<file path="src/rtl/wqe_sched_pkg.sv">
// rtl/wqe_sched_pkg.sv - shared class and FSM state encodings for the WQE class scheduler
package wqe_sched_pkg;

    localparam logic CLS_LS = 1'b0;
    localparam logic CLS_BS = 1'b1;

    typedef enum logic {
        SERVE_LS = 1'b0,
        SERVE_BS = 1'b1
    } sched_state_t;

endpackage

</file>
<file path="src/rtl/wqe_sched_credit.sv">
// rtl/wqe_sched_credit.sv - single saturating credit counter with load and decrement
module wqe_sched_credit #(
    parameter int WIDTH = 4
) (
    input  logic             sys_clk,
    input  logic             i_load,
    input  logic [WIDTH-1:0] i_load_val,
    input  logic             i_dec,
    output logic [WIDTH-1:0] o_cred
);

    logic [WIDTH-1:0] r_cred;
    logic [WIDTH-1:0] w_base;

    // A load and a decrement in the same cycle consume from the freshly loaded value.
    always_comb begin
        w_base = i_load ? i_load_val : r_cred;
    end

    always_ff @(posedge sys_clk) begin
        if (i_dec && (w_base != '0)) begin
            r_cred <= w_base - 1'b1;
        end else begin
            r_cred <= w_base;
        end
    end

    assign o_cred = r_cred;

endmodule

</file>
<file path="src/rtl/wqe_class_sched.sv">
// rtl/wqe_class_sched.sv - weighted round-robin LS/BS WQE scheduler with BS starvation guard
module wqe_class_sched
    import wqe_sched_pkg::*;
#(
    parameter int WQE_WIDTH    = 512,
    parameter int WEIGHT_WIDTH = 4,
    parameter int STARVE_WIDTH = 8
) (
    input  logic                    sys_clk,
    input  logic                    sys_rst,
    input  logic [WEIGHT_WIDTH-1:0] i_cfg_ls_weight,
    input  logic [WEIGHT_WIDTH-1:0] i_cfg_bs_weight,
    input  logic [STARVE_WIDTH-1:0] i_cfg_starve_limit,
    input  logic                    i_rd,
    input  logic                    i_ls_empty,
    input  logic                    i_bs_empty,
    output logic                    o_ls_ren,
    output logic                    o_bs_ren,
    input  logic [WQE_WIDTH-1:0]    i_ls_rdata,
    input  logic [WQE_WIDTH-1:0]    i_bs_rdata,
    output logic                    o_wqe_val,
    output logic [WQE_WIDTH-1:0]    o_wqe,
    output logic                    o_wqe_cls,
    output logic                    o_empty
);

    sched_state_t            r_state;
    sched_state_t            w_state_nxt;
    logic [STARVE_WIDTH-1:0] r_starve;
    logic                    r_wqe_val;
    logic                    r_wqe_cls;

    logic [WEIGHT_WIDTH-1:0] w_ls_cred;
    logic [WEIGHT_WIDTH-1:0] w_bs_cred;
    logic [WEIGHT_WIDTH-1:0] w_ls_wt;
    logic [WEIGHT_WIDTH-1:0] w_bs_wt;
    logic                    w_ls_ne;
    logic                    w_bs_ne;
    logic                    w_ls_ok;
    logic                    w_bs_ok;
    logic                    w_force;
    logic                    w_req;
    logic                    w_reload;
    logic                    w_gnt_ls;
    logic                    w_gnt_bs;

    assign w_ls_wt = (i_cfg_ls_weight == '0) ? WEIGHT_WIDTH'(1) : i_cfg_ls_weight;
    assign w_bs_wt = (i_cfg_bs_weight == '0) ? WEIGHT_WIDTH'(1) : i_cfg_bs_weight;

    assign w_ls_ne = ~i_ls_empty;
    assign w_bs_ne = ~i_bs_empty;
    assign w_ls_ok = w_ls_ne & (w_ls_cred != '0);
    assign w_bs_ok = w_bs_ne & (w_bs_cred != '0);
    assign w_force = (i_cfg_starve_limit != '0) && (r_starve >= i_cfg_starve_limit) && w_bs_ne;
    assign w_req   = i_rd & ~sys_rst & (w_ls_ne | w_bs_ne);

    always_comb begin
        w_state_nxt = r_state;
        w_gnt_ls    = 1'b0;
        w_gnt_bs    = 1'b0;
        w_reload    = 1'b0;
        if (w_req) begin
            if (w_force) begin
                w_gnt_bs = 1'b1;
            end else if ((r_state == SERVE_LS) && w_ls_ok) begin
                w_gnt_ls = 1'b1;
            end else if ((r_state == SERVE_BS) && w_bs_ok) begin
                w_gnt_bs = 1'b1;
            end else if ((r_state == SERVE_LS) && w_bs_ok) begin
                w_gnt_bs    = 1'b1;
                w_state_nxt = SERVE_BS;
            end else if ((r_state == SERVE_BS) && w_ls_ok) begin
                w_gnt_ls    = 1'b1;
                w_state_nxt = SERVE_LS;
            end else begin
                // Round over: reloaded weights are always >= 1, so a non-empty class wins now.
                w_reload    = 1'b1;
                w_state_nxt = SERVE_LS;
                w_gnt_ls    = w_ls_ne;
                w_gnt_bs    = ~w_ls_ne;
            end
        end
    end

    always_ff @(posedge sys_clk) begin
        if (sys_rst) begin
            r_state <= SERVE_LS;
        end else begin
            r_state <= w_state_nxt;
        end
    end

    wqe_sched_credit #(.WIDTH(WEIGHT_WIDTH)) u_ls_credit (
        .sys_clk    (sys_clk),
        .i_load     (sys_rst | w_reload),
        .i_load_val (w_ls_wt),
        .i_dec      (w_gnt_ls),
        .o_cred     (w_ls_cred)
    );

    wqe_sched_credit #(.WIDTH(WEIGHT_WIDTH)) u_bs_credit (
        .sys_clk    (sys_clk),
        .i_load     (sys_rst | w_reload),
        .i_load_val (w_bs_wt),
        .i_dec      (w_gnt_bs),
        .o_cred     (w_bs_cred)
    );

    always_ff @(posedge sys_clk) begin
        if (sys_rst || !w_bs_ne || w_gnt_bs) begin
            r_starve <= '0;
        end else if (i_rd && (r_starve != '1)) begin
            r_starve <= r_starve + 1'b1;
        end
    end

    always_ff @(posedge sys_clk) begin
        if (sys_rst) begin
            r_wqe_val <= 1'b0;
            r_wqe_cls <= CLS_LS;
        end else begin
            r_wqe_val <= w_gnt_ls | w_gnt_bs;
            if (w_gnt_ls || w_gnt_bs) begin
                r_wqe_cls <= w_gnt_bs ? CLS_BS : CLS_LS;
            end
        end
    end

    assign o_ls_ren  = w_gnt_ls;
    assign o_bs_ren  = w_gnt_bs;
    // Masking with reset drops the data of a grant issued just before reset.
    assign o_wqe_val = r_wqe_val & ~sys_rst;
    assign o_wqe_cls = r_wqe_cls;
    assign o_wqe     = (r_wqe_cls == CLS_BS) ? i_bs_rdata : i_ls_rdata;
    assign o_empty   = i_ls_empty & i_bs_empty;

endmodule

</file>
<file path="config.mk">
export PLATFORM = sky130hd
export DESIGN_NAME = wqe_class_sched
export DESIGN_NICKNAME = d
export VERILOG_FILES = /design/src/rtl/wqe_sched_pkg.sv /design/src/rtl/wqe_sched_credit.sv /design/src/rtl/wqe_class_sched.sv
export SDC_FILE = /design/constraint.sdc
export NUM_CORES = 1
export LEC_CHECK = 0
export ABC_CLOCK_PERIOD_IN_PS = 4200
export BUFFER_PORTS_ARGS = -buffer_cell sky130_fd_sc_hd__buf_2
export CAP_MARGIN = 20
export CORE_AREA = 8 8 602 604
export CTS_CLUSTER_SIZE = 28
export DETAILED_ROUTE_END_ITERATION = 8
export DIE_AREA = 0 0 610 612
export GPL_ROUTABILITY_DRIVEN = 0
export HOLD_SLACK_MARGIN = 0.12
export PLACE_DENSITY_LB_ADDON = 0.08
export REMOVE_ABC_BUFFERS = 1
export SLEW_MARGIN = 40
export SYNTH_ARGS = -nofsm -noshare
export SYNTH_HDL_FRONTEND = slang
export SYNTH_SLANG_ARGS = --single-unit
</file>
<file path="constraint.sdc">
create_clock -name sys_clk -period 4.2 [get_ports sys_clk]
set_input_delay 0.84 -clock sys_clk [delete_from_list [all_inputs] [get_ports sys_clk]]
set_output_delay 0.84 -clock sys_clk [all_outputs]
set_load 0.02 [all_outputs]
</file>
# Word-level counts from Yosys, hierarchy flattened
# Cells that the tools add are included.
dict set report totals {
  regBits 19
  latch_bits 0
  mem_bits_rw 0
  romBits 0
  input_bits 1045
  word_cells 74
  memories 0
}
dict set report op_classes {
  addsub 3
  n_mul 0
  n_div 0
  magnitude_cmp 1
  n_eq_ne 1
  shift 0
  mux 27
  n_bitwise 16
  reduce_logical 20
}
# op count
set ops {}
lappend ops {{2-to-1 mux 512 bit} 1}
lappend ops {{2-to-1 mux 4 bit} 6}
lappend ops {{2-to-1 mux 1 bit} 20}
lappend ops {{nonzero test 4 bit} 4}
lappend ops {{logical AND 1 bit} 9}
lappend ops {{adder 8 x 1 -> 8 bit (second input constant)} 1}
lappend ops {{>= comparator 8 bit} 1}
lappend ops {{zero test 4 bit} 2}
lappend ops {{inequality test 8 bit (second input constant)} 1}
lappend ops {{nonzero test 8 bit} 1}
lappend ops {{subtractor 4 x 1 -> 4 bit (second input constant)} 2}
lappend ops {{NOT 1 bit} 7}
lappend ops {{AND 1 bit} 6}
lappend ops {{AND reduction 4 bit} 1}
lappend ops {{logical OR 1 bit} 3}
lappend ops {{bitwise OR 1 bit} 3}

# Depth between registers and ports, before layout
# Gate-level depths: netlist of run 1.
dict set report depth {
  word_depth 14
  ltp_mapped 14
}

# Cells and area by module
# Synthesis of run 1 repeated with hierarchy kept, for this count alone.
dict set report unflattened {
  hier_cells 725
  hier_area_um2 7484.7
}
# mod instances cells_per_inst area_per_inst_um2
set modules_own_cells {}
lappend modules_own_cells {wqe_class_sched 1 683 7004.2}
lappend modules_own_cells {wqe_sched_credit 2 21 240.2}

# Worst setup path after synthesis of run 1
# OpenSTA, ideal clock, no wires.
dict set report synth_timing {
  kind {input -> register}
  startpoint {input port i_cfg_starve_limit[1]}
  endpoint {register u_bs_credit.r_cred[3] (netlist: u_bs_credit.o_cred[3])}
  setup_time_ps 122
  arrival_ps 3518
  t_required_ps 4078
  path_slack_ps 560
  cell_stages 13
  path_buffers 0
  path_cell_list {inv_1 > ha_1 > nor2b_4 > o211a_4 > o311ai_4 > a31oi_4 > or3_1 > o21ai_2 > ha_1 > nor4b_1 > o211ai_1 > nor3b_2 > o311a_1}
}
dict set report synth_between {
  elab_chain_len 10
}
# element line
set synth_rtl {}
lappend synth_rtl {{start: declaration} wqe_class_sched.sv:13} ;# input logic [STARVE_WIDTH-1:0] i_cfg_starve_limit,
lappend synth_rtl {{>= comparator 8 bit or nonzero test 8 bit (tied branches)} wqe_class_sched.sv:54} ;# assign w_force = (i_cfg_starve_limit != '0) && (r_starve >= i_cfg_starve_limit) && w_bs_ne;
lappend synth_rtl {{logical AND 1 bit * (2 in series)} wqe_class_sched.sv:54}
lappend synth_rtl {{parallel branches: the longest is 6 deep, another holds subtractor 4 x 1 -> 4 bit} -}
lappend synth_rtl {{2-to-1 mux 4 bit *} wqe_sched_credit.sv:21} ;# if (i_dec && (w_base != '0)) begin
lappend synth_rtl {{end signal: assignment} wqe_sched_credit.sv:22} ;# r_cred <= w_base - 1'b1;
lappend synth_rtl {{end signal: assignment} wqe_sched_credit.sv:24} ;# r_cred <= w_base;
lappend synth_rtl {{end: declaration} wqe_sched_credit.sv:12} ;# logic [WIDTH-1:0] r_cred;
# Mark *: on every way between the ends.
# A chain may end at the register's enable or synchronous reset.

# Final worst setup path of run 1
dict set report layout_timing {
  startpoint {input port i_cfg_starve_limit[1]}
  endpoint {output port o_ls_ren}
}
dict set report layout_between {
  elab_chain_len 5
}
# element line
set layout_rtl {}
lappend layout_rtl {{>= comparator 8 bit or nonzero test 8 bit (tied branches)} wqe_class_sched.sv:54}
lappend layout_rtl {{logical AND 1 bit * (2 in series)} wqe_class_sched.sv:54}
lappend layout_rtl {{2-to-1 mux 1 bit *} wqe_class_sched.sv:63} ;# if (w_force) begin
lappend layout_rtl {{2-to-1 mux 1 bit *} wqe_class_sched.sv:62} ;# if (w_req) begin
lappend layout_rtl {{end: declaration} wqe_class_sched.sv:17} ;# output logic o_ls_ren,
# Mark *: on every way between the ends. The rest lies on a longest branch, timed or not.

==> results.ini, run 1 <==
[final_layout]
nets=3308
synthToLayoutAreaGrowth_pct=189.1
final_common_cell=buf_2
drive_gt1_share_pct=94.14
final_cell_mix=buf_2 (1,560), mux2_2 (512), dfxtp_1 (18), nor2_1 (17), buf_4 (17)
fillers=42034
finalNonFillerCells=6935

[logic_synthesis]
yosysUniqueCellTypes=47
postSynthAreaPerCell_sq_um=10.16
synth_xor_xnor_area_share_pct=1.076
synth_area_leaders=mux2_2 (79%), dfxtp_1 (5.2%), clkbuf_1 (2.9%)
synthMuxAreaShare_pct=79.82
synthArstFlopShare_pct=0
synth.top_cell.area_share_pct=78.69
ys_warn_count=0
synthFlopType=dfxtp_1
syn_area_sq_um=7327
yosysSeqAreaShare_pct=5.191
synth_cells=721
synthAdderAreaFrac_pct=1.878
synth_top_family_by_area=multiplexers
ys_ff_latch=19
synth.largest_area_cell=mux2_2
synth-simple-area-share_pct=4.730
synth_edf_count=0
synth_compound_area_share_pct=3.654

[power]
p_sw_mw=2.042
p_comb_share_pct=87.5
p_int_mw=1.483
swShare_pct=57.93
cellPowerDensity_nw_per_um2=166.5
clkPwrFrac_pct=6.2
power_frac_seq_pct=6.3
vdd_drop_max_mv=0.1173
leakagePower_nw=8.762

[timing]
drv_slew=0
fin_worst_skew_ps=7.453
grt_setup_unrepaired=false
setup_viol=0
hold_violations=0
hold_ws_ps=460.7
fmax_mhz=268.8
period_share_pct=88.58
setup_ws_ps=479.6
timing.final.crit_period_ps=3720
slew_headroom_pct=38.09
tightest_slew_ps=928.7

[drt]
routed_wl_mm=178.2
dr_total_vias=13206
post_drt_wl_per_cell_microns=25.70
antenna_left=0
first_iter_violations=590
vias_per_cell=1.904
drc=0
firstDrtPassIters=5

[worst_setup_path]
start_kind=input pin
path_cells=buf_2 -> inv_1 -> ha_1 -> nor2b_4 -> o211a_4 -> o311ai_4 -> nand3_2 -> buf_4 -> nor2_1 -> buf_2
cp_slowest_stage_delay_ps=450
worst-setup-path-type=in2out
rrSetupSlack_ps=920
critPathArrivalTime_ps=2880
worst-r2r-cell-count=13
path_common_cell=buf_2
crit_fanout=6
endpoint_kind=output port
critPathRequiredTime_ps=3360
cp_slowest_cell=o311ai_4
r2r_start=r_starve[1]
worstReg2RegEnd=u_bs_credit.o_cred[3]

[floorplan]
core_area_sq_um=353500
fp-row-count=219
start_util_pct=2.073
dieArea_sq_um=373300
die_h_microns=612
io_pins=1562
fp.dieW_microns=610

[global_routing]
grt_pass1_wl_mm=205.6
grt_overflow_total=0
track_usage_pct=8.865
grt_pass1_vias=13729
grt_max_degree=119
antenna_found_initial=146

[clocking]
ctsRootBufferMaster=clkbuf_16
clock_latency_ps=270
cts_setup_buffers=0
clock-sinks=19
cts.clk_slew.worst_paths_ps=70
cts_tree=built
cts_buffers=3
htree_levels=1
cts_resized=0
hold_buffers=0
cts_buffer_depth=2

[place]
pre_cts_ws_ps=260.0
portBuffers=1561
place_inst=6888
dp.final_hpwl_mm=170.7

[worst_hold_path]
hp-start=r_state
hold_class=reg2reg
min_to=r_state
holdPathStages=2

[outcome]
outcome=completed

[run]
drv_cap=0

-- per-stage QoR --
| step | utilization [%] | instance area [sq um] | setup TNS, ps | total power, mW |
|---|---|---|---|---|
| 3_5_place_dp | 5.939 | 20990 | 0 | 3.480 |
| 3_3_place_gp | 5.939 | 20990 | 0 | 3.502 |
| 6_report | 5.992 | 21180 | 0 | 3.526 |
| 5_1_grt | 5.972 | 21110 | 0 | 3.761 |
| 2_1_floorplan | - | 7108 | -5113830 | 1.784 |
| 4_1_cts | 5.962 | 21070 | 0 | 3.719 |
-- worst max-delay path by stage --
stage                                     start                     to  depth (start not counted)  slack (ps)
after floorplan                       o_wqe_cls               o_wqe[0]                          1       -9960
after global routing      i_cfg_starve_limit[1]  u_bs_credit.o_cred[3]                         16         300
after detailed placement  i_cfg_starve_limit[1]  u_bs_credit.o_cred[3]                         15         260
after global placement    i_cfg_starve_limit[1]  u_bs_credit.o_cred[3]                         15         200
final                     i_cfg_starve_limit[1]               o_ls_ren                         10         480
after CTS                 i_cfg_starve_limit[1]               o_ls_ren                         10         420
-- registers in the layout, summed over array words and instances (netlist names) --
signal / count
o_wqe_cls: 1
r_starve: 8
r_state: 1
r_wqe_val: 1
u_bs_credit.o_cred: 4
u_ls_credit.o_cred: 4
-- cell type report --
cell class | count | area (sq um) | area share (%)
flip-flops and latches | 19 | 384.1 | 1.814
well taps | 4641 | 5807 | 27.42
inverters | 13 | 48.80 | 0.2304
diodes | 43 | 107.6 | 0.5080
clock buffers | 4 | 78.83 | 0.3722
multi-input cells | 631 | 6679 | 31.53
repair buffers | 1584 | 8075 | 38.13
-- cell usage after synthesis, drive strengths merged (2+ instances only) --
| library cell | number |
|---|---|
| mux2 | 512 |
| clkbuf | 57 |
| dfxtp | 19 |
| nor2 | 18 |
| inv | 13 |
| ha | 11 |
| nand2 | 11 |
| a21oi | 8 |
| mux2i | 6 |
| nor2b | 6 |
| nor4 | 6 |
| o21ai | 6 |
| xor2 | 5 |
| nand3 | 4 |
| nor3 | 4 |
| xnor2 | 4 |
| a31oi | 3 |
| and3 | 3 |
| nand4 | 3 |
| or3 | 3 |
| o22ai | 2 |
-- power groups by stage --
stage	combinational, mW	clock (mW)	sequential, mW
CTS	3.26	0.231	0.225
floorplan	1.47	0	0.315
finish	3.09	0.217	0.223
global placement	3.27	0	0.230
global route	3.30	0.236	0.227
detailed placement	3.25	0	0.229
-- worst max-delay path: cells and delay by family --
kind | cells | cell delay (ps)
compound gates | 2 | 680
buf+inv | 4 | 600
simple gates | 3 | 440
fa+ha+maj | 1 | 300
-- layer usage --
metal | wire length (microns) | share of wire, % | vias to the layer above | global-route usage, %
li1 | - | - | 5847 | -
met1 | 53730 | 30 | 6179 | 7.932
met2 | 104300 | 59 | 913 | 18.70
met3 | 15420 | 8.7 | 211 | 3.106
met4 | 4428 | 2.5 | 56 | 1.772
met5 | 371 | 0.21 | - | 0
-- cell families after synthesis --
kind of cell / count (synthesis)
AOI/OAI and AO/OA: 30
xor gates and xnor gates: 9
adders and majority gates: 11
buffers and inverters: 71
DFF: 19
muxes: 519
and+or+nand+nor: 62
Note: power is estimated with default switching activity, not from simulation.
==> run 2, diff against run 1 <==
--- a/config.mk
+++ b/config.mk
@@ -5,6 +5,7 @@
 export SDC_FILE = /design/constraint.sdc
 export NUM_CORES = 1
 export LEC_CHECK = 0
+export ABC_AREA = 1
 export ABC_CLOCK_PERIOD_IN_PS = 4200
 export BUFFER_PORTS_ARGS = -buffer_cell sky130_fd_sc_hd__buf_2
 export CAP_MARGIN = 20
==> run 2 against run 1 <==
Against the previous run:
- first-iteration DRC count grew 120%
- maximum frequency rose by 8.3%
- clock power about the same
- register-to-register slack better by 720 ps
- clock skew up 0.99 ps
- sequential cell count unchanged
- clock-buffer cell count unchanged
- largest cell class unchanged
==> results.ini, run 2 <==
[timing]
period_share_pct=81.82  ; -6.8 points
fin_worst_skew_ps=8.443  ; +0.9892 ps
timing.final.crit_period_ps=3437  ; -283.9 ps
setup_viol=0  ; unchanged
tightest_slew_ps=842.8  ; -85.86 ps
fmax_mhz=291.0  ; +8.3%
grt_setup_unrepaired=false
slew_headroom_pct=43.81  ; +5.7 points
drv_slew=0  ; unchanged
hold_violations=0  ; unchanged

[global_routing]
grt_max_degree=152  ; +28%
grt_overflow_total=0  ; unchanged
met3_usage_pct=7.600  ; +4.5 points
grt_pass1_wl_mm=286.0  ; +39%
grt_busiest_layer=met2
met2_usage_pct=22.64  ; +3.9 points
grtUsageMet1_pct=12.46  ; +4.5 points
antenna_found_initial=195  ; +34%
grt_pass1_vias=18611  ; +36%
track_usage_pct=12.38  ; +3.5 points

[place]
place_inst=7955  ; +15%
portBuffers=1561  ; unchanged
dp.final_hpwl_mm=232.6  ; +36%

[power]
cellPowerDensity_nw_per_um2=204.3  ; +23%
p_comb_share_pct=90.7  ; +3.2 points
clkPwrFrac_pct=4.7  ; -1.5 points
power_mw=4.615  ; +31%
leakagePower_nw=11.95  ; +36%
p_sw_mw=3.063  ; +50%
vdd_drop_max_mv=0.1155  ; -1.5%
swShare_pct=66.37  ; +8.4 points
p_int_mw=1.552  ; +4.6%
power_frac_seq_pct=4.5  ; -1.8 points

[worst_setup_path]
crit_fanout=4  ; -2
critPathArrivalTime_ps=2600  ; -280 ps
rrSetupSlack_ps=1640  ; +720 ps
r2r_start=r_starve[0]
worstReg2RegEnd=u_bs_credit.o_cred[0]
worst-r2r-cell-count=18  ; +5
start_kind=input pin
critPathRequiredTime_ps=3360  ; about the same
worst-setup-path-type=in2out
endpoint_kind=output port

[logic_synthesis]
syn_area_sq_um=7609  ; +3.8%
synth_cells=1845  ; +160%
yosysUniqueCellTypes=33  ; -30%
synth.largest_area_cell=nand2_1
synth.top_cell.area_share_pct=77.65  ; -1.0 points
ys_ff_latch=19  ; unchanged
synthFlopType=dfxtp_1
synth_edf_count=0  ; unchanged
ys_warn_count=0  ; unchanged
synthMostInstantiatedCell=nand2_1
synth_commonest_cells=nand2_1 (1,574), clkbuf_1 (101), inv_1 (30)
yosysSeqAreaShare_pct=4.999  ; -0.19 points
postSynthAreaPerCell_sq_um=4.124  ; -59%
synthArstFlopShare_pct=0  ; unchanged
synth_area_leaders=nand2_1 (78%), dfxtp_1 (5.0%), clkbuf_1 (5.0%)

[clocking]
cts.clk_slew.worst_paths_ps=60  ; about the same
htree_levels=1  ; unchanged
cts_setup_buffers=0  ; unchanged
clock-sinks=19  ; unchanged
hold_buffers=0  ; unchanged
cts_resized=0  ; unchanged
cts_buffers=3  ; unchanged
cts_tree=built
ctsRootBufferMaster=clkbuf_16
clock_latency_ps=260  ; about the same
cts_buffer_depth=2  ; unchanged

[final_layout]
drive_gt1_share_pct=49.13  ; -45 points
fillers=42640  ; +1.4%
nets=4375  ; +32%
top_register=r_starve
multi_input_area_sq_um=6619  ; -0.90%
finalNonFillerCells=8001  ; +15%
final_common_cell=nand2_1
synthToLayoutAreaGrowth_pct=196.8
seq_area_sq_um=384.1  ; unchanged
largest_reg_flops=8  ; unchanged
final_cell_mix=nand2_1 (1,574), buf_2 (1,472), buf_12 (97), inv_1 (30), dfxtp_1 (18)

[floorplan]
core_area_sq_um=353500  ; unchanged
fp-row-count=219  ; unchanged
dieArea_sq_um=373300  ; unchanged
die_h_microns=612  ; unchanged
fp.dieW_microns=610  ; unchanged
start_util_pct=2.152  ; +0.080 points
io_pins=1562  ; unchanged

[worst_hold_path]
min_to=r_starve[0]
holdPathStages=2  ; unchanged
hold_class=reg2reg
hp-start=r_starve[0]

[run]
drv_cap=0  ; unchanged

[drt]
first_iter_violations=1318  ; +120%
post_drt_wl_per_cell_microns=30.67  ; +19%
routed_wl_mm=245.4  ; +38%
firstDrtPassIters=7  ; +2
dr_total_vias=18313  ; +39%
antenna_left=0  ; unchanged
vias_per_cell=2.289  ; +20%
drc=0  ; unchanged

[outcome]
outcome=completed

run 2: changes by cell type in the layout (fill, tap and decap cells not counted), moves of 4 or more:
cell	previous run	this run
mux2i_1	6	0
buf_12	7	97
nand3_1	3	11
o21ai_2	2	6
mux2_2	512	0
nor2b_1	5	0
buf_2	1560	1472
nand2_1	11	1574
nand2_4	0	6
xnor2_1	4	0
inv_1	13	30
inv_2	0	13
nand2_2	0	7
run 2: cell families after synthesis:
group                      synth area share [%]
buffers and inverters                     8.008
and+or+nand+nor                           82.12
xor gates and xnor gates                 0.7894
DFF                                       4.999
AOI/OAI and AO/OA                         2.269
adders and majority gates                 1.809
run 2: worst max-delay path by stage:
stage,slack [ps],end,cells after the start,from
2_1_floorplan,-18170,o_wqe[0],3,o_wqe_cls
4_1_cts,690,o_ls_ren,13,i_cfg_starve_limit[3]
3_3_place_gp,630,o_ls_ren,13,i_cfg_starve_limit[3]
3_5_place_dp,700,o_ls_ren,13,i_cfg_starve_limit[3]
5_1_grt,580,o_ls_ren,13,i_cfg_starve_limit[3]
6_report,760,o_ls_ren,13,i_cfg_starve_limit[3]
run 2: metrics by stage:
step,setup TNS (ps),utilization [%],cell area [sq um],setup slack (ps),hold slack (ps)
finish,0,6.390,22590,763.4,520.8
detailed placement,0,6.337,22400,702.5,506.8
floorplan,-9327600,-,7164,-18170,471.4
global route,0,6.367,22510,580.3,568.5
CTS,0,6.360,22480,691.4,523.6
global placement,0,6.336,22400,625.5,500.9
run 2: worst max-delay path: stages:
cell and delay, ps:
buf_2 80, inv_1 60, ha_1 320, nand2_1 90, nor2_1 50, nor2_1 70, nand2_1 60, nand2_1 70
nand2_2 70, nand2_4 100, nand2_1 90, nor4_2 390, buf_2 280
run 2: cell type report:
class / instances / share of cell area, %
clock buffer: 4 / 0.3490
antenna: 42 / 0.4653
tap: 4641 / 25.71
multi-input combinational: 1668 / 29.31
inverter: 44 / 0.7867
sequential: 19 / 1.701
timing repair buffer: 1583 / 41.68
run 2: metal layers:
metal	wire length, microns	vias up
met1	84390	8270
met5	674	-
li1	-	8461
met3	33930	331
met4	3360	98
met2	123100	1153
run 2: power groups by stage:
stage	Combinational, mW	Sequential (mW)	Clock, mW
6_report	4.19	0.209	0.218
2_1_floorplan	1.47	0.273	0
3_5_place_dp	4.43	0.215	0
3_3_place_gp	4.44	0.214	0
5_1_grt	4.56	0.211	0.234
4_1_cts	4.44	0.211	0.229
